`src/rtl/vga_pkg.sv`:
```
// Shared definitions for the VGA pattern generator: mode codes, bar palette,
// output pixel bundle and blanking-interval helpers.
package vga_pkg;

  localparam logic [1:0] MODE_BARS  = 2'd0;
  localparam logic [1:0] MODE_CHECK = 2'd1;
  localparam logic [1:0] MODE_GRAD  = 2'd2;
  localparam logic [1:0] MODE_SOLID = 2'd3;

  // Counter width; covers totals up to 2047 pixels/lines.
  localparam int unsigned CNT_W = 11;

  localparam logic [15:0] BAR_COLOURS [8] = '{
    16'hFFFF, 16'hFFE0, 16'h07FF, 16'h07E0, 16'hF81F, 16'hF800, 16'h001F, 16'h0000
  };

  typedef struct packed {
    logic        hsync;
    logic        vsync;
    logic        de;
    logic [15:0] rgb;
    logic [9:0]  pix_x;
    logic [9:0]  pix_y;
    logic        frame_start;
  } vga_px_t;

  function automatic int unsigned line_total(input int unsigned act, input int unsigned fp,
                                             input int unsigned sync, input int unsigned bp);
    return act + fp + sync + bp;
  endfunction

  function automatic int unsigned h_total(input int unsigned act, input int unsigned fp,
                                          input int unsigned sync, input int unsigned bp);
    return line_total(act, fp, sync, bp);
  endfunction

  function automatic int unsigned v_total(input int unsigned act, input int unsigned fp,
                                          input int unsigned sync, input int unsigned bp);
    return line_total(act, fp, sync, bp);
  endfunction

endpackage

```
`src/rtl/vga_pattern_gen_if.sv`:
```
// Mode controls in, video bundle out. The generator takes the master side,
// the DAC / consumer the slave side.
interface vga_pattern_gen_if;
  logic [1:0]  mode_sel;
  logic [15:0] solid_rgb;
  logic        hsync;
  logic        vsync;
  logic        de;
  logic [15:0] rgb;
  logic [9:0]  pix_x;
  logic [9:0]  pix_y;
  logic        frame_start;
  logic [7:0]  frame_cnt;

  modport master (
    input  mode_sel, solid_rgb,
    output hsync, vsync, de, rgb, pix_x, pix_y, frame_start, frame_cnt
  );

  modport slave (
    output mode_sel, solid_rgb,
    input  hsync, vsync, de, rgb, pix_x, pix_y, frame_start, frame_cnt
  );
endinterface

```
`src/rtl/vga_timing_core.sv`:
```
// Horizontal/vertical position counters with combinational sync, visible-area
// and end-of-line / end-of-frame decode.
module vga_timing_core
  import vga_pkg::*;
#(
  parameter int unsigned H_ACTIVE = 640,
  parameter int unsigned H_FP     = 16,
  parameter int unsigned H_SYNC   = 96,
  parameter int unsigned H_BP     = 48,
  parameter int unsigned V_ACTIVE = 480,
  parameter int unsigned V_FP     = 10,
  parameter int unsigned V_SYNC   = 2,
  parameter int unsigned V_BP     = 33
) (
  input  logic             vga_clk,
  input  logic             sys_rst,
  output logic [CNT_W-1:0] h_cnt,
  output logic [CNT_W-1:0] v_cnt,
  output logic             active,
  output logic             hsync_act,
  output logic             vsync_act,
  output logic             line_last,
  output logic             frame_last
);

  localparam int unsigned H_TOTAL = h_total(H_ACTIVE, H_FP, H_SYNC, H_BP);
  localparam int unsigned V_TOTAL = v_total(V_ACTIVE, V_FP, V_SYNC, V_BP);

  localparam logic [CNT_W-1:0] H_LAST     = CNT_W'(H_TOTAL - 1);
  localparam logic [CNT_W-1:0] V_LAST     = CNT_W'(V_TOTAL - 1);
  localparam logic [CNT_W-1:0] H_ACT_END  = CNT_W'(H_ACTIVE);
  localparam logic [CNT_W-1:0] V_ACT_END  = CNT_W'(V_ACTIVE);
  localparam logic [CNT_W-1:0] H_SYNC_BEG = CNT_W'(H_ACTIVE + H_FP);
  localparam logic [CNT_W-1:0] H_SYNC_END = CNT_W'(H_ACTIVE + H_FP + H_SYNC);
  localparam logic [CNT_W-1:0] V_SYNC_BEG = CNT_W'(V_ACTIVE + V_FP);
  localparam logic [CNT_W-1:0] V_SYNC_END = CNT_W'(V_ACTIVE + V_FP + V_SYNC);

  logic [CNT_W-1:0] h_q, h_d;
  logic [CNT_W-1:0] v_q, v_d;

  always_comb begin
    line_last  = (h_q == H_LAST);
    frame_last = line_last && (v_q == V_LAST);
    h_d = line_last ? '0 : h_q + 1'b1;
    v_d = v_q;
    if (line_last) begin
      v_d = frame_last ? '0 : v_q + 1'b1;
    end
  end

  always_ff @(posedge vga_clk) begin
    if (sys_rst) begin
      h_q <= '0;
      v_q <= '0;
    end else begin
      h_q <= h_d;
      v_q <= v_d;
    end
  end

  assign h_cnt     = h_q;
  assign v_cnt     = v_q;
  assign active    = (h_q < H_ACT_END) && (v_q < V_ACT_END);
  assign hsync_act = (h_q >= H_SYNC_BEG) && (h_q < H_SYNC_END);
  assign vsync_act = (v_q >= V_SYNC_BEG) && (v_q < V_SYNC_END);

endmodule

```
`src/rtl/vga_pattern_gen.sv`:
```
// VGA timing plus test-pattern generator. Mode and solid colour are shadowed at
// the last cycle of each frame; all video outputs leave one register after the counters.
module vga_pattern_gen
  import vga_pkg::*;
#(
  parameter int unsigned H_ACTIVE    = 640,
  parameter int unsigned H_FP        = 16,
  parameter int unsigned H_SYNC      = 96,
  parameter int unsigned H_BP        = 48,
  parameter int unsigned V_ACTIVE    = 480,
  parameter int unsigned V_FP        = 10,
  parameter int unsigned V_SYNC      = 2,
  parameter int unsigned V_BP        = 33,
  parameter bit          SYNC_POL    = 1'b0,
  parameter int unsigned NUM_BARS    = 8,
  parameter int unsigned CHECK_SHIFT = 5
) (
  input logic              vga_clk,
  input logic              sys_rst,
  vga_pattern_gen_if.master vif
);

  localparam int unsigned      BAR_W    = H_ACTIVE / NUM_BARS;
  localparam logic [CNT_W-1:0] BAR_LAST = CNT_W'(BAR_W - 1);

  logic [CNT_W-1:0] h_cnt, v_cnt;
  logic             active, hsync_act, vsync_act, line_last, frame_last;

  vga_timing_core #(
    .H_ACTIVE (H_ACTIVE),
    .H_FP     (H_FP),
    .H_SYNC   (H_SYNC),
    .H_BP     (H_BP),
    .V_ACTIVE (V_ACTIVE),
    .V_FP     (V_FP),
    .V_SYNC   (V_SYNC),
    .V_BP     (V_BP)
  ) u_timing (
    .vga_clk    (vga_clk),
    .sys_rst    (sys_rst),
    .h_cnt      (h_cnt),
    .v_cnt      (v_cnt),
    .active     (active),
    .hsync_act  (hsync_act),
    .vsync_act  (vsync_act),
    .line_last  (line_last),
    .frame_last (frame_last)
  );

  logic [1:0]       mode_q, mode_d;
  logic [15:0]      solid_q, solid_d;
  logic [7:0]       fcnt_q, fcnt_d;
  logic [7:0]       fcnt_out_q;
  logic [CNT_W-1:0] bar_px_q, bar_px_d;
  logic [2:0]       bar_idx_q, bar_idx_d;
  vga_px_t          px_q, px_d;

  logic [9:0]  x, y;
  logic        chk;
  logic [15:0] pat_rgb;

  always_comb begin
    mode_d  = mode_q;
    solid_d = solid_q;
    fcnt_d  = fcnt_q;
    if (frame_last) begin
      mode_d  = vif.mode_sel;
      solid_d = vif.solid_rgb;
      fcnt_d  = fcnt_q + 8'd1;
    end
  end

  // Bar index tracks h_cnt / BAR_W incrementally instead of dividing.
  always_comb begin
    bar_px_d  = bar_px_q;
    bar_idx_d = bar_idx_q;
    if (line_last) begin
      bar_px_d  = '0;
      bar_idx_d = '0;
    end else if (active) begin
      if (bar_px_q == BAR_LAST) begin
        bar_px_d  = '0;
        bar_idx_d = bar_idx_q + 3'd1;
      end else begin
        bar_px_d = bar_px_q + 1'b1;
      end
    end
  end

  always_comb begin
    x   = h_cnt[9:0];
    y   = v_cnt[9:0];
    chk = x[CHECK_SHIFT] ^ y[CHECK_SHIFT];
    case (mode_q)
      MODE_BARS:  pat_rgb = BAR_COLOURS[bar_idx_q];
      MODE_CHECK: pat_rgb = {16{chk}};
      MODE_GRAD:  pat_rgb = {x[9:5], y[8:3], fcnt_q[4:0]};
      default:    pat_rgb = solid_q;
    endcase

    px_d             = '0;
    px_d.hsync       = hsync_act ? SYNC_POL : ~SYNC_POL;
    px_d.vsync       = vsync_act ? SYNC_POL : ~SYNC_POL;
    px_d.de          = active;
    px_d.rgb         = active ? pat_rgb : 16'h0000;
    px_d.pix_x       = active ? x : 10'd0;
    px_d.pix_y       = active ? y : 10'd0;
    px_d.frame_start = (h_cnt == '0) && (v_cnt == '0);
  end

  always_ff @(posedge vga_clk) begin
    if (sys_rst) begin
      mode_q     <= MODE_BARS;
      solid_q    <= 16'h0000;
      fcnt_q     <= 8'd0;
      fcnt_out_q <= 8'd0;
      bar_px_q   <= '0;
      bar_idx_q  <= '0;
      px_q       <= '{hsync: ~SYNC_POL, vsync: ~SYNC_POL, default: '0};
    end else begin
      mode_q     <= mode_d;
      solid_q    <= solid_d;
      fcnt_q     <= fcnt_d;
      fcnt_out_q <= fcnt_q;
      bar_px_q   <= bar_px_d;
      bar_idx_q  <= bar_idx_d;
      px_q       <= px_d;
    end
  end

  assign vif.hsync       = px_q.hsync;
  assign vif.vsync       = px_q.vsync;
  assign vif.de          = px_q.de;
  assign vif.rgb         = px_q.rgb;
  assign vif.pix_x       = px_q.pix_x;
  assign vif.pix_y       = px_q.pix_y;
  assign vif.frame_start = px_q.frame_start;
  assign vif.frame_cnt   = fcnt_out_q;

endmodule

```
`src/flat_wrapper.sv`:
```
// flat-port wrapper written by rule: the top's interface ports become plain ports
module vga_pattern_gen_flat import vga_pkg::*;
#(
  parameter int unsigned H_ACTIVE    = 640,
  parameter int unsigned H_FP        = 16,
  parameter int unsigned H_SYNC      = 96,
  parameter int unsigned H_BP        = 48,
  parameter int unsigned V_ACTIVE    = 480,
  parameter int unsigned V_FP        = 10,
  parameter int unsigned V_SYNC      = 2,
  parameter int unsigned V_BP        = 33,
  parameter bit          SYNC_POL    = 1'b0,
  parameter int unsigned NUM_BARS    = 8,
  parameter int unsigned CHECK_SHIFT = 5
)
  (vga_clk, sys_rst, vif_mode_sel, vif_solid_rgb, vif_hsync, vif_vsync, vif_de, vif_rgb, vif_pix_x, vif_pix_y, vif_frame_start, vif_frame_cnt);
  vga_pattern_gen_if vif_i ();
  input logic vga_clk;
  input logic sys_rst;
  input wire logic [$bits(vif_i.mode_sel)-1:0] vif_mode_sel;
  input wire logic [$bits(vif_i.solid_rgb)-1:0] vif_solid_rgb;
  output wire logic [$bits(vif_i.hsync)-1:0] vif_hsync;
  output wire logic [$bits(vif_i.vsync)-1:0] vif_vsync;
  output wire logic [$bits(vif_i.de)-1:0] vif_de;
  output wire logic [$bits(vif_i.rgb)-1:0] vif_rgb;
  output wire logic [$bits(vif_i.pix_x)-1:0] vif_pix_x;
  output wire logic [$bits(vif_i.pix_y)-1:0] vif_pix_y;
  output wire logic [$bits(vif_i.frame_start)-1:0] vif_frame_start;
  output wire logic [$bits(vif_i.frame_cnt)-1:0] vif_frame_cnt;
  assign vif_i.mode_sel = vif_mode_sel;
  assign vif_i.solid_rgb = vif_solid_rgb;
  assign vif_hsync = vif_i.hsync;
  assign vif_vsync = vif_i.vsync;
  assign vif_de = vif_i.de;
  assign vif_rgb = vif_i.rgb;
  assign vif_pix_x = vif_i.pix_x;
  assign vif_pix_y = vif_i.pix_y;
  assign vif_frame_start = vif_i.frame_start;
  assign vif_frame_cnt = vif_i.frame_cnt;
  vga_pattern_gen #(.H_ACTIVE(H_ACTIVE), .H_FP(H_FP), .H_SYNC(H_SYNC), .H_BP(H_BP), .V_ACTIVE(V_ACTIVE), .V_FP(V_FP), .V_SYNC(V_SYNC), .V_BP(V_BP), .SYNC_POL(SYNC_POL), .NUM_BARS(NUM_BARS), .CHECK_SHIFT(CHECK_SHIFT)) u_core (.vga_clk(vga_clk), .sys_rst(sys_rst), .vif(vif_i));
endmodule
```
`config.mk`:
```
export PLATFORM = sky130hd
export DESIGN_NAME = vga_pattern_gen_flat
export DESIGN_NICKNAME = d
export VERILOG_FILES = /design/src/rtl/vga_pkg.sv /design/src/rtl/vga_pattern_gen_if.sv /design/src/rtl/vga_timing_core.sv /design/src/rtl/vga_pattern_gen.sv /design/src/flat_wrapper.sv
export SDC_FILE = /design/constraint.sdc
export NUM_CORES = 1
export LEC_CHECK = 0
export ABC_AREA = 0
export CORE_UTILIZATION = 25
export DETAILED_ROUTE_END_ITERATION = 8
export HOLD_SLACK_MARGIN = 0.1
export PLACE_DENSITY = 0.54
export REMOVE_ABC_BUFFERS = 1
export SYNTH_ARGS = -nofsm -noshare
export SYNTH_HDL_FRONTEND = slang
export SYNTH_SLANG_ARGS = --single-unit
```
`constraint.sdc`:
```
create_clock -name vga_clk -period 6.8 [get_ports vga_clk]
set_clock_uncertainty 0.2 [all_clocks]
set_input_delay 1.36 -clock vga_clk [delete_from_list [all_inputs] [get_ports vga_clk]]
set_output_delay 1.36 -clock vga_clk [all_outputs]
set_load 0.02 [all_outputs]
```
Word-level counts from Yosys, hierarchy flattened
Memories as Yosys holds them, arrays and structs flattened. Cells that the tools add are included.

Register bits: 110. Memory bits (read-only): 128. Input bits: 20. Output and inout bits: 48. Logic and storage cells: 54. Memories kept: 1.

Memory list: (name not given) (words 8, bits a word 16, read ports 1, clocked after Yosys merged registers in 0, wr ports 0, line vga_pattern_gen.sv:95) `MODE_BARS: pat_rgb = BAR_COLOURS[bar_idx_q];`.

Add/sub/neg operators: 5. $lt $le $gt $ge: 7. Eq/ne operators: 5. Mux-type cells: 7. Bitwise gates (word level): 3. Reduce and logical (&&, ||, !) cells: 11.

Operators by type and width (number): case mux 16 bit (3 select lines) (1); adder 11 x 1 -> 11 bit (second input constant) (3); 2-to-1 mux 16 bit (2); == test 11 x 10 -> 1 bit (second input constant) (2); logical NOT 11 bit (2); less-than comparator 11 x 10 -> 1 bit (second input constant) (2); less-than comparator 11 x 9 -> 1 bit (second input constant) (2); 2-to-1 mux 11 bit (2); == test 11 x 7 -> 1 bit (second input constant) (1); >= comparator 11 x 10 -> 1 bit (second input constant) (1); >= comparator 11 x 9 -> 1 bit (second input constant) (1); adder 8 x 1 -> 8 bit (second input constant) (1); logical AND 1 bit (5); >= comparator 4 bit (second input constant) (1); inverter 3 -> 4 bit (1); OR reduction 2 bit (2); adder 3 x 1 -> 3 bit (second input constant) (1); == test 2 x 1 -> 1 bit (second input constant) (1); == test 2 bit (second input constant) (1); logical NOT 2 bit (1); 2-to-1 mux 1 bit (2); AND reduction 2 bit (1); inverter 1 bit (1); bitwise XOR 1 bit (1).

Depth between registers and ports, before layout
Word-level depth: 5. Mapped depth: 8.

Modules after synthesis
A second synthesis with hierarchy kept.

Cell total of the unflattened synthesis: 457. Area, all modules: 4349.2 sq um.

By module, submodules not included: vga_pattern_gen (times used 1, cells an instance 325, area an instance 3240.6 sq um, seq. area each 1761.7 sq um); vga_timing_core (times used 1, cells an instance 132, area an instance 1108.6 sq um, seq. area each 440.4 sq um).

Worst setup path after synthesis
Ideal clock, no wire load.

Path kind: input -> register. From: in sys_rst. To: reg u_core.u_timing.h_q[2], in the netlist u_core.u_timing.h_cnt[2]. Setup time: 128 ps. Arrival time: 2261 ps. Data required time: 6472 ps. Slack: 4212 ps. Stages: 4. Path buffers: 3. Path through: clkbuf_1 clkbuf_1 buf_1 nor2_1.

Cells in the longest elaborated chain, start to end: 1.

Ends and longest elaborated chain: start: declaration (line flat_wrapper.sv:19) `input logic sys_rst;`; OR reduction 2 bit (no source line); end signal: assignment (line vga_timing_core.sv:53) `h_q <= '0;`; end signal: assignment (line vga_timing_core.sv:56) `h_q <= h_d;`; end: declaration (line vga_timing_core.sv:38) `logic [CNT_W-1:0] h_q, h_d;`.

No other way between the ends. A chain may end at the register's enable or synchronous reset.

Worst setup path in the final report
From: reg u_core.px_q (netlist bit u_core.vif.rgb[14]). To: out vif_rgb[14].

RTL lines: start: declaration (line vga_pattern_gen.sv:56) `vga_px_t px_q, px_d;`; start signal: assignment (line vga_pattern_gen.sv:127) `px_q <= px_d;`; end: declaration (line flat_wrapper.sv:25) `output wire logic [$bits(vif_i.rgb)-1:0] vif_rgb;`.

No word-level cell between the ends.

==> metrics <==
Overall Power 1270 uW; mean routed wirelength per cell 14.7 um; Main synth FF type dfxtp_1; max_cap viols 0; CTS tree done; cts-stage hold buffer count 0; worst slew pin tran 1260 ps; Min-Delay Path Class reg -> reg; gr ovfl total 0; die height 135 um; Top Ports 68; Hold Path Origin u_core.solid_q[15]; Critical Path Fanout Max 1; R2R Path Start u_core.u_timing.h_cnt[5]; clk slew on worst S/H paths 70 ps; vias in the first global route 3483; leakage power 0.00190 uW; Vias 3661; CP Buf/Inv Count 1; clock buffer depth 2; Tmin final 2930 ps; area share of the largest cell type after synthesis 50.1%; mapped cell area 4400 um2; CP arrival 1370 ps; drt first pass iters 4; Post-Syn Instances 488; GRT Total Usage 12.7%; Max Transition Viols Final 0; CTS Buf Count 9; initial antenna violation count 0; fin cells 763; Root Buffer clkbuf_16; DIE WIDTH 135 um; cells along the critical path clkdlybuf4s50_1; Max stage delay on crit path 630 ps; Setup WS pre-CTS 3580 ps; peak supply drop 0.108 mV; post-cts sizing count 0; Critical Path Start Type flip-flop; Mapped Avg Cell Area 9.01 um2; Vias/cell 4.80; CTS H-tree depth 3; Sum Neg Setup Slack 0 ps; R2R depth 4; critical path required time 5240 ps; Setup Viol. Count Final 0; die footprint 18100 um2; Routed Antenna Nets 0; r2r endpoint u_core.fcnt_q[3]; clk_lat worst skew 360 ps; Final period util 43.0%; most common cell in the synthesized netlist dfxtp_1; share of layout cells above drive strength 1 5.58%; FP Rows 48; RSZ-0062 raised after global routing false; sequential-to-total area share from yosys stat 50.1%; Yosys top cell by area dfxtp_1; DRT iter0 DRCs 208; Cells after DPL 747; Setup CP Type reg -> out; hold path cells 2; PortBufs 67; Power Dens Cells 230 nW/um2; placed instance area 5220 um2; Slew HR 15.5%; Final Hold Fails 0; Synth Warn # 0; largest net degree at the start of global routing 44; # diodes 0; CP top delay family buffers and inverters; Synth top cells by count dfxtp_1 (110), a21oi_1 (52), nor2_1 (38), nand3_1 (33), o21ai_0 (31); Worst R2R Setup Slack 3930 ps; number of remaining DRC errors 0; Nets 560; Hold Path Sink u_core.solid_q[15]; Sink Count 110; design area 5530 um2; Cell variety after synth 44; post-CTS setup buffers 0; Critical Path End Type primary output; GPL Wtd Cong 0.811; dpl hpwl 7.70 mm; core area 17200 um2; asr flop ratio synth 0%; EDFF count, synth 0; top post-synthesis cells by area dfxtp_1 (50%), a21oi_1 (5.9%), nand3_1 (3.8%); area grow syn2layout 25.8%; fin worst setup slack 3870 ps; final WL 11.2 mm; post-synthesis register bit count 110; Initial Util 25.5%; slowest cell on the critical path clkdlybuf4s50_1; first-pass GRT wire length 17.7 mm; status finished, final reports clean; Highest Clock Rate 0.342 GHz
## kinds of logic (layout without fill, tap and decap cells)
| kind of cell | Yosys count | count (layout) | share of synthesized area (%) |
|---|---|---|---|
| fa+ha+maj | 7 | 7 | 1.99 |
| buf+inv | 48 | 98 | 4.61 |
| compound gates | 111 | 111 | 14.1 |
| flops | 110 | 110 | 50.1 |
| mux | 9 | 9 | 2.25 |
| other cells | 1 | 1 | 0.0853 |
| simple gates | 185 | 185 | 23.5 |
| xor+xnor | 17 | 17 | 3.39 |
## placed cells by master (no fill, tap or decap), drive strengths merged, types with 3 or more instances in the layout
cell / netlist / layout
nand4: 12 / 12
or4: 12 / 12
and4: 4 / 4
xnor2: 7 / 7
clkbuf: 30 / 11
buf: 7 / 4
ha: 7 / 7
and2: 16 / 16
clkdlybuf4s50: 0 / 67
o21ai: 32 / 32
mux2: 7 / 7
nand4b: 3 / 3
a22oi: 14 / 14
and3: 3 / 3
inv: 11 / 12
nor4: 7 / 7
a21oi: 52 / 52
nor3: 10 / 10
xor2: 10 / 10
nand2: 17 / 17
nor2b: 11 / 11
nand3: 33 / 33
or3: 10 / 10
o31ai: 7 / 7
nor2: 38 / 38
or2: 4 / 4
dfxtp: 110 / 110
## report_power, final
group | leakage, uW | switching, uW | internal, uW
registers | 0.000895 | 6.83 | 654
clock network | 0.000152 | 243 | 306
logic | 0.000850 | 31.4 | 29.1
total | 0.00190 | 281 | 989
## sequential cells by signal, summed over array words and instances, names as in the netlist
register / cells
u_core.vif.de: 1
u_core.vif.pix_x: 10
u_core.u_timing.v_cnt: 11
u_core.bar_px_q: 11
u_core.solid_q: 16
u_core.vif.hsync: 1
u_core.vif.frame_start: 1
u_core.vif.pix_y: 10
u_core.u_timing.h_cnt: 11
u_core.vif.frame_cnt: 8
u_core.vif.rgb: 16
u_core.fcnt_q: 8
u_core.vif.vsync: 1
u_core.mode_q: 2
u_core.bar_idx_q: 3
## stage by stage
step                      hold slack (ps)  util, %
after floorplan                       238        -
after global placement                261     30.3
after detailed placement              267     30.3
after CTS                             279     32.1
after global routing                  299     32.1
final                                 281     32.1
## how the worst max path moves through the flow
stage                                         from            endpoint  slack (ps)  cells after the start
final                           u_core.vif.rgb[14]         vif_rgb[14]        3870                      1
after global routing                       sys_rst  u_core.bar_px_q[5]        3800                      5
after CTS                       u_core.vif.rgb[12]         vif_rgb[12]        3850                      1
after detailed placement                   sys_rst  u_core.bar_px_q[0]        3580                      5
after global placement                     sys_rst  u_core.bar_px_q[3]        3640                      5
after floorplan           u_core.u_timing.h_cnt[5]    u_core.fcnt_q[2]        3330                      4
## per-layer routing
layer | up-vias | wire length (um) | track usage [%]
met2 | 74 | 5250 | 20.4
met3 | 12 | 555 | 3.94
li1 | 1820 | - | -
met1 | 1755 | 5250 | 16.0
met4 | 0 | 155 | 4.62
met5 | - | 0 | 0
## area by class of cell
class | instances | area (um2)
Clock buffer | 11 | 253
Clock inverter | 5 | 56.3
Fill cell | 1739 | 11700
Inverter | 11 | 41.3
Multi-Input combinational cell | 330 | 2000
Sequential cell | 110 | 2200
Tap cell | 225 | 282
Timing Repair Buffer | 71 | 701
(Power assumes the default switching activity.)
